### src/rtl/regfile_2r1w.sv
// Two-read, one-write register file with byte-enabled writes, write-first forwarding,
// an optional hardwired zero entry and a clear sequencer that sweeps the array to zero.
module regfile_2r1w #(
  parameter int unsigned B        = 16,
  parameter int unsigned W        = 4,
  parameter bit          ZERO_REG = 1'b0
) (
  input  logic           clk,
  input  logic           rst_n,
  input  logic           wr_en,
  input  logic [W-1:0]   w_addr,
  input  logic [B/8-1:0] w_be,
  input  logic [B-1:0]   w_data,
  input  logic [W-1:0]   ra_addr,
  input  logic [W-1:0]   rb_addr,
  input  logic           clr_req,
  output logic [B-1:0]   ra_data,
  output logic [B-1:0]   rb_data,
  output logic           busy,
  output logic           wr_err
);

  localparam int unsigned NB    = B / 8;
  localparam int unsigned Depth = 2 ** W;

  typedef enum logic {StClear, StIdle} state_e;

  state_e       state_q, state_d;
  logic [W-1:0] ptr_q, ptr_d;
  logic [B-1:0] mem [Depth];

  logic [B-1:0] ra_data_q, ra_data_d;
  logic [B-1:0] rb_data_q, rb_data_d;
  logic         busy_q, busy_d;
  logic         wr_err_q, wr_err_d;

  logic         clearing;
  logic         w_zero;
  logic         wr_do;
  logic [B-1:0] merged;

  assign clearing = (state_q == StClear);
  assign w_zero   = ZERO_REG && (w_addr == '0);
  // A pending clear request takes priority over a write issued in the same cycle.
  assign wr_do    = wr_en && !clearing && !clr_req && !w_zero;

  always_comb begin
    merged = mem[w_addr];
    for (int unsigned i = 0; i < NB; i++) begin
      if (w_be[i]) merged[8*i +: 8] = w_data[8*i +: 8];
    end
  end

  // State and output registers
  always_ff @(posedge clk or negedge rst_n) begin
    if (!rst_n) begin
      state_q   <= StClear;
      ptr_q     <= '0;
      ra_data_q <= '0;
      rb_data_q <= '0;
      busy_q    <= 1'b1;
      wr_err_q  <= 1'b0;
    end else begin
      state_q   <= state_d;
      ptr_q     <= ptr_d;
      ra_data_q <= ra_data_d;
      rb_data_q <= rb_data_d;
      busy_q    <= busy_d;
      wr_err_q  <= wr_err_d;
    end
  end

  // Next-state logic
  always_comb begin
    state_d = state_q;
    ptr_d   = ptr_q;
    unique case (state_q)
      StClear: begin
        ptr_d = ptr_q + W'(1);
        if (&ptr_q) begin
          state_d = StIdle;
          ptr_d   = '0;
        end
      end
      StIdle: begin
        if (clr_req) begin
          state_d = StClear;
          ptr_d   = '0;
        end
      end
      default: begin
        state_d = StClear;
        ptr_d   = '0;
      end
    endcase
  end

  // Output next values
  always_comb begin
    busy_d   = (state_d == StClear);
    wr_err_d = wr_en && (clearing || clr_req);

    if (clearing || (ZERO_REG && (ra_addr == '0))) ra_data_d = '0;
    else if (wr_do && (ra_addr == w_addr))         ra_data_d = merged;
    else                                           ra_data_d = mem[ra_addr];

    if (clearing || (ZERO_REG && (rb_addr == '0))) rb_data_d = '0;
    else if (wr_do && (rb_addr == w_addr))         rb_data_d = merged;
    else                                           rb_data_d = mem[rb_addr];
  end

  // Storage carries no reset; the sweep defines its contents.
  always_ff @(posedge clk) begin
    if (clearing)   mem[ptr_q]  <= '0;
    else if (wr_do) mem[w_addr] <= merged;
  end

  assign ra_data = ra_data_q;
  assign rb_data = rb_data_q;
  assign busy    = busy_q;
  assign wr_err  = wr_err_q;

endmodule

### config.mk
export PLATFORM = sky130hd
export DESIGN_NAME = regfile_2r1w
export DESIGN_NICKNAME = d
export VERILOG_FILES = /design/src/rtl/regfile_2r1w.sv
export SDC_FILE = /design/constraint.sdc
export NUM_CORES = 1
export LEC_CHECK = 0
export CORE_MARGIN = 1.5
export CORE_UTILIZATION = 41
export DETAILED_ROUTE_END_ITERATION = 10
export PLACE_DENSITY = 0.63
export REMOVE_ABC_BUFFERS = 1
export SLEW_MARGIN = 40
export SYNTH_ARGS = -nofsm -noshare
export SYNTH_HDL_FRONTEND = slang
export SYNTH_SLANG_ARGS = --single-unit
### constraint.sdc
create_clock -name clk -period 5.6 [get_ports clk]
set_input_delay 0.56 -clock clk [delete_from_list [all_inputs] [get_ports clk]]
set_output_delay 0.56 -clock clk [all_outputs]
set_load 0.05 [all_outputs]
==> parameters.txt <==
Parameter                              Value

Outcome
  Outcome ... complete, but fails checks
  Violated checks ... hold timing

Synth
  Share of the synthesized area in compound gates (AO/OA/AOI/OAI) ... 9.770%
  EDFF count, synth ... 256
  Synthesized-area fraction occupied by adder cells ... 0.08001%
  Synth Area in Simple Gates ... 3.593%
  Most used standard cell by instance count after synthesis ... sky130_fd_sc_hd__edfxtp_1
  Main flop type after synthesis ... sky130_fd_sc_hd__edfxtp_1
  Post-synth ARST share ... 13.22%
  Largest family of logic cells by synthesized area ... multiplexers
  Sequential cell area fraction in the yosys report ... 55.41%
  Cell type with the largest total area after synthesis ... sky130_fd_sc_hd__edfxtp_1
  Mux contribution to synthesized area ... 27.14%
  Dominant cells by area after synthesis ... sky130_fd_sc_hd__edfxtp_1, sky130_fd_sc_hd__mux4_2, sky130_fd_sc_hd__dfrtp_1, sky130_fd_sc_hd__mux2_2, sky130_fd_sc_hd__mux2i_1
  Synth cell count leaders ... sky130_fd_sc_hd__edfxtp_1, sky130_fd_sc_hd__mux4_2, sky130_fd_sc_hd__nor2_1
  Total number of yosys warnings ... 0
  Area share of the leading cell type in the synthesized netlist ... 49.16%
  Post-synthesis instance area ... 0.01564 mm2
  Post-synthesis cell count ... 963
  Flops & latches, synth ... 295
  Synth Area per Inst ... 16.24 um2
  Unique masters post-synth ... 40
  Xor and xnor area share after synthesis ... 0.5041%

Timing
  Total of endpoints with negative setup slack in the final report ... 0
  Sum of negative setup slack ... 0 ns
  Unrepaired setup endpoints after global routing ... false
  Final critical-path share of the clock period ... 54.38%
  Measured slew at the worst slew-check pin ... 0.8070 ns
  Max Slew Vio Count ... 0
  Clock period minus final worst setup slack ... 3.045 ns
  Setup slack of the critical path after layout ... 2.555 ns
  Max Fclk ... 328.4 MHz
  Worst hold-check slack ... -0.01336 ns
  Final Hold Fails ... 13
  Relative slew margins ... 46.20%
  Clk_skew ... 0.01991 ns

Setup path
  Reg2Reg Depth ... 6
  Slowest-stage cell, CP ... sky130_fd_sc_hd__nor2_2
  Ordered list of cells on the worst path ... and2b_1 -> nand2_4 -> nor3_1 -> a31oi_1 -> nor2_2 -> buf_4
  Slack of the worst reg-to-reg path ... 2.55 ns
  Slowest Stage Delay on Critical Path ... 0.68 ns
  Largest fanout on the critical path ... 24
  Capturing element type of the critical path ... register
  Required time of the critical path ... 5.87 ns
  Type of the setup path with the least slack ... reg2reg
  Startpoint type of the worst setup path ... register
  Critical path data arrival time ... 3.31 ns

Global route
  Grt total ovfl ... 0
  Wire length of the first global-routing pass ... 68810 um
  Via count of the first global-routing pass ... 10224
  Initial antenna violation count ... 0
  Pin count of the biggest net entering global routing ... 63
  Overall Global Routing Usage ... 24.57%

Min path
  Hold/Removal Path Class ... in2async

Power and ir drop
  Highest ir drop seen on vdd ... 0.0002205 V
  Internal power contribution ... 4.718 mW
  Cell leakage power ... 6.149 nW
  Part of the power in combinational logic ... 23.4%
  Part of the total power dissipated in the clock network ... 31.5%
  Cell area power density ... 380.0 mW/mm2
  Flop pwr share ... 45.1%
  Switching pwr ... 2.086 mW
  Switching portion of total power ... 30.66%
  Post-route total power ... 6.804 mW

Die
  Core Area ... 0.03758 mm2
  Count of boundary I/O pins ... 68
  Die extent in y ... 198.3 um
  Area enclosed by the die boundary ... 0.03932 mm2
  Die X-Extent ... 198.3 um
  Placement Rows ... 71
  Initial core utilization ... 41.61%

Clock tree
  Total setup buffers inserted after CTS ... 0
  Clock tree from TritonCTS ... yes
  CTS Buf Count ... 31
  Clock insertion delay at the later pin of the skew report ... 0.58 ns
  Post-cts hold buffer count ... 0
  H-tree Lvls ... 1
  Maximum number of buffers from clock root to sink ... 3
  Sink Count ... 295
  Root Buffer ... sky130_fd_sc_hd__clkbuf_16
  Number of gates resized after cts ... 0
  Clock-pin transition on the worst setup and hold timing paths ... 0.07 ns

Route
  Residual DRC ... 0
  Iteration-0 DRC Markers ... 1243
  Wire length per cell ... 30.58 um
  Residual antenna-violating net count after detailed routing ... 0
  Vias after detailed routing ... 10202
  Detailed-route wire length ... 47490 um
  Detailed-router iteration count before antenna repair ... 5
  Post-detailed-route via-to-cell ratio ... 6.569

Cells and area
  Finished Layout Cells ... 1553
  P&R area growth vs syn ... 14.51%
  N_diodes ... 0
  Fraction of final layout cells with drive strength greater than 1 ... 32.15%
  Final net count ... 1053

Place
  Worst slack, placed ... 1.880 ns
  Final weighted congestion of routability-driven global placement ... 0.8112
  Detailed placement HPWL ... 28690 um
  Input/output buffers ... 67
  Placed cells ... 1496

Job
  Max-cap violations ... 0
==> state kept, by name, indices dropped and copies added, names as in the netlist <==
| name | count |
|---|---|
| ptr_q | 4 |
| state_q | 1 |
| rb_data | 16 |
| mem | 256 |
| ra_data | 16 |
| wr_err | 1 |
| busy | 1 |
==> cell type report <==
type	count	area, um2
Clock inverter	21	256.5
Timing Repair Buffer	106	959.7
Fill cell	3147	19670
Clock buffer	36	804.5
Sequential cell	295	8665
Tap cell	511	639.4
Multi-Input combinational cell	579	6563
Inverter	5	18.77
==> path summary, 6_finish.rpt <==
path	from	end
worst max register to register	state_q	mem[8][12]
min in group clk	clr_req	ptr_q[3]
worst max-delay path	state_q	mem[8][12]
max in group asynchronous	rst_n	ra_data[15]
worst min-delay path	rst_n	ptr_q[0]
worst min register to register	ptr_q[1]	ptr_q[1]
==> critical path: cells and delay by family (launching register included) <==
family	cells	cell delay, ns
DFF	1	0.59
buffers and inverters	1	0.36
AOI/OAI and AO/OA	1	0.15
and+or+nand+nor	4	1.62
==> per-stage QoR <==
stage / util [%] / area, um2
global placement: 44.61 / 16760
CTS: 47.62 / 17900
detailed placement: 44.80 / 16830
finish: 47.65 / 17910
global route: 47.65 / 17910
floorplan: - / 15110
==> cells in the final DEF, fill, tap and decap left out, types with 3 or more instances in the layout <==
master	n
sky130_fd_sc_hd__edfxtp_1	256
sky130_fd_sc_hd__mux4_2	128
sky130_fd_sc_hd__mux2_2	64
sky130_fd_sc_hd__mux2i_1	64
sky130_fd_sc_hd__a22o_1	64
sky130_fd_sc_hd__clkdlybuf4s50_1	61
sky130_fd_sc_hd__o22ai_1	50
sky130_fd_sc_hd__buf_4	41
sky130_fd_sc_hd__dfrtp_1	38
sky130_fd_sc_hd__nor2_1	37
sky130_fd_sc_hd__nor2_2	32
sky130_fd_sc_hd__a221o_1	32
sky130_fd_sc_hd__clkbuf_16	31
sky130_fd_sc_hd__nor2b_1	18
sky130_fd_sc_hd__a22oi_1	16
sky130_fd_sc_hd__o221ai_1	16
sky130_fd_sc_hd__xor2_1	8
sky130_fd_sc_hd__nand2_1	7
sky130_fd_sc_hd__a21oi_1	6
sky130_fd_sc_hd__nor2b_2	5
sky130_fd_sc_hd__inv_1	5
sky130_fd_sc_hd__bufinv_16	5
sky130_fd_sc_hd__clkinv_2	5
sky130_fd_sc_hd__a31oi_1	4
sky130_fd_sc_hd__nor2_4	4
sky130_fd_sc_hd__clkbuf_1	4
sky130_fd_sc_hd__clkinvlp_4	4
sky130_fd_sc_hd__nor3b_1	3
sky130_fd_sc_hd__clkinv_4	3
==> power groups by stage <==
stage | Combinational (mW) | Clock (mW) | Sequential [mW]
3_5_place_dp | 1.57 | 0 | 3.10
3_3_place_gp | 1.53 | 0 | 3.10
5_1_grt | 1.67 | 2.24 | 3.11
6_report | 1.59 | 2.14 | 3.07
4_1_cts | 1.58 | 2.17 | 3.06
2_1_floorplan | 0.844 | 0 | 3.12
==> cells by family (layout without fill, tap and decap cells) <==
family	after synthesis	in the layout
AO/OA/AOI/OAI	191	191
XOR/XNOR	9	9
adder cells (fa/ha/maj)	1	1
buffers and inverters	89	168
flip-flops	295	295
multiplexers	256	256
AND/OR/NAND/NOR	122	122
==> layer usage <==
metal	track usage, %	routed length [um]	vias up
met5	0	0	-
met4	8.595	1645	0
met3	4.122	4878	118
met2	37.99	21590	626
met1	35.13	19380	5287
li1	-	-	4171
No activity file was read; power rests on OpenSTA's default activity.
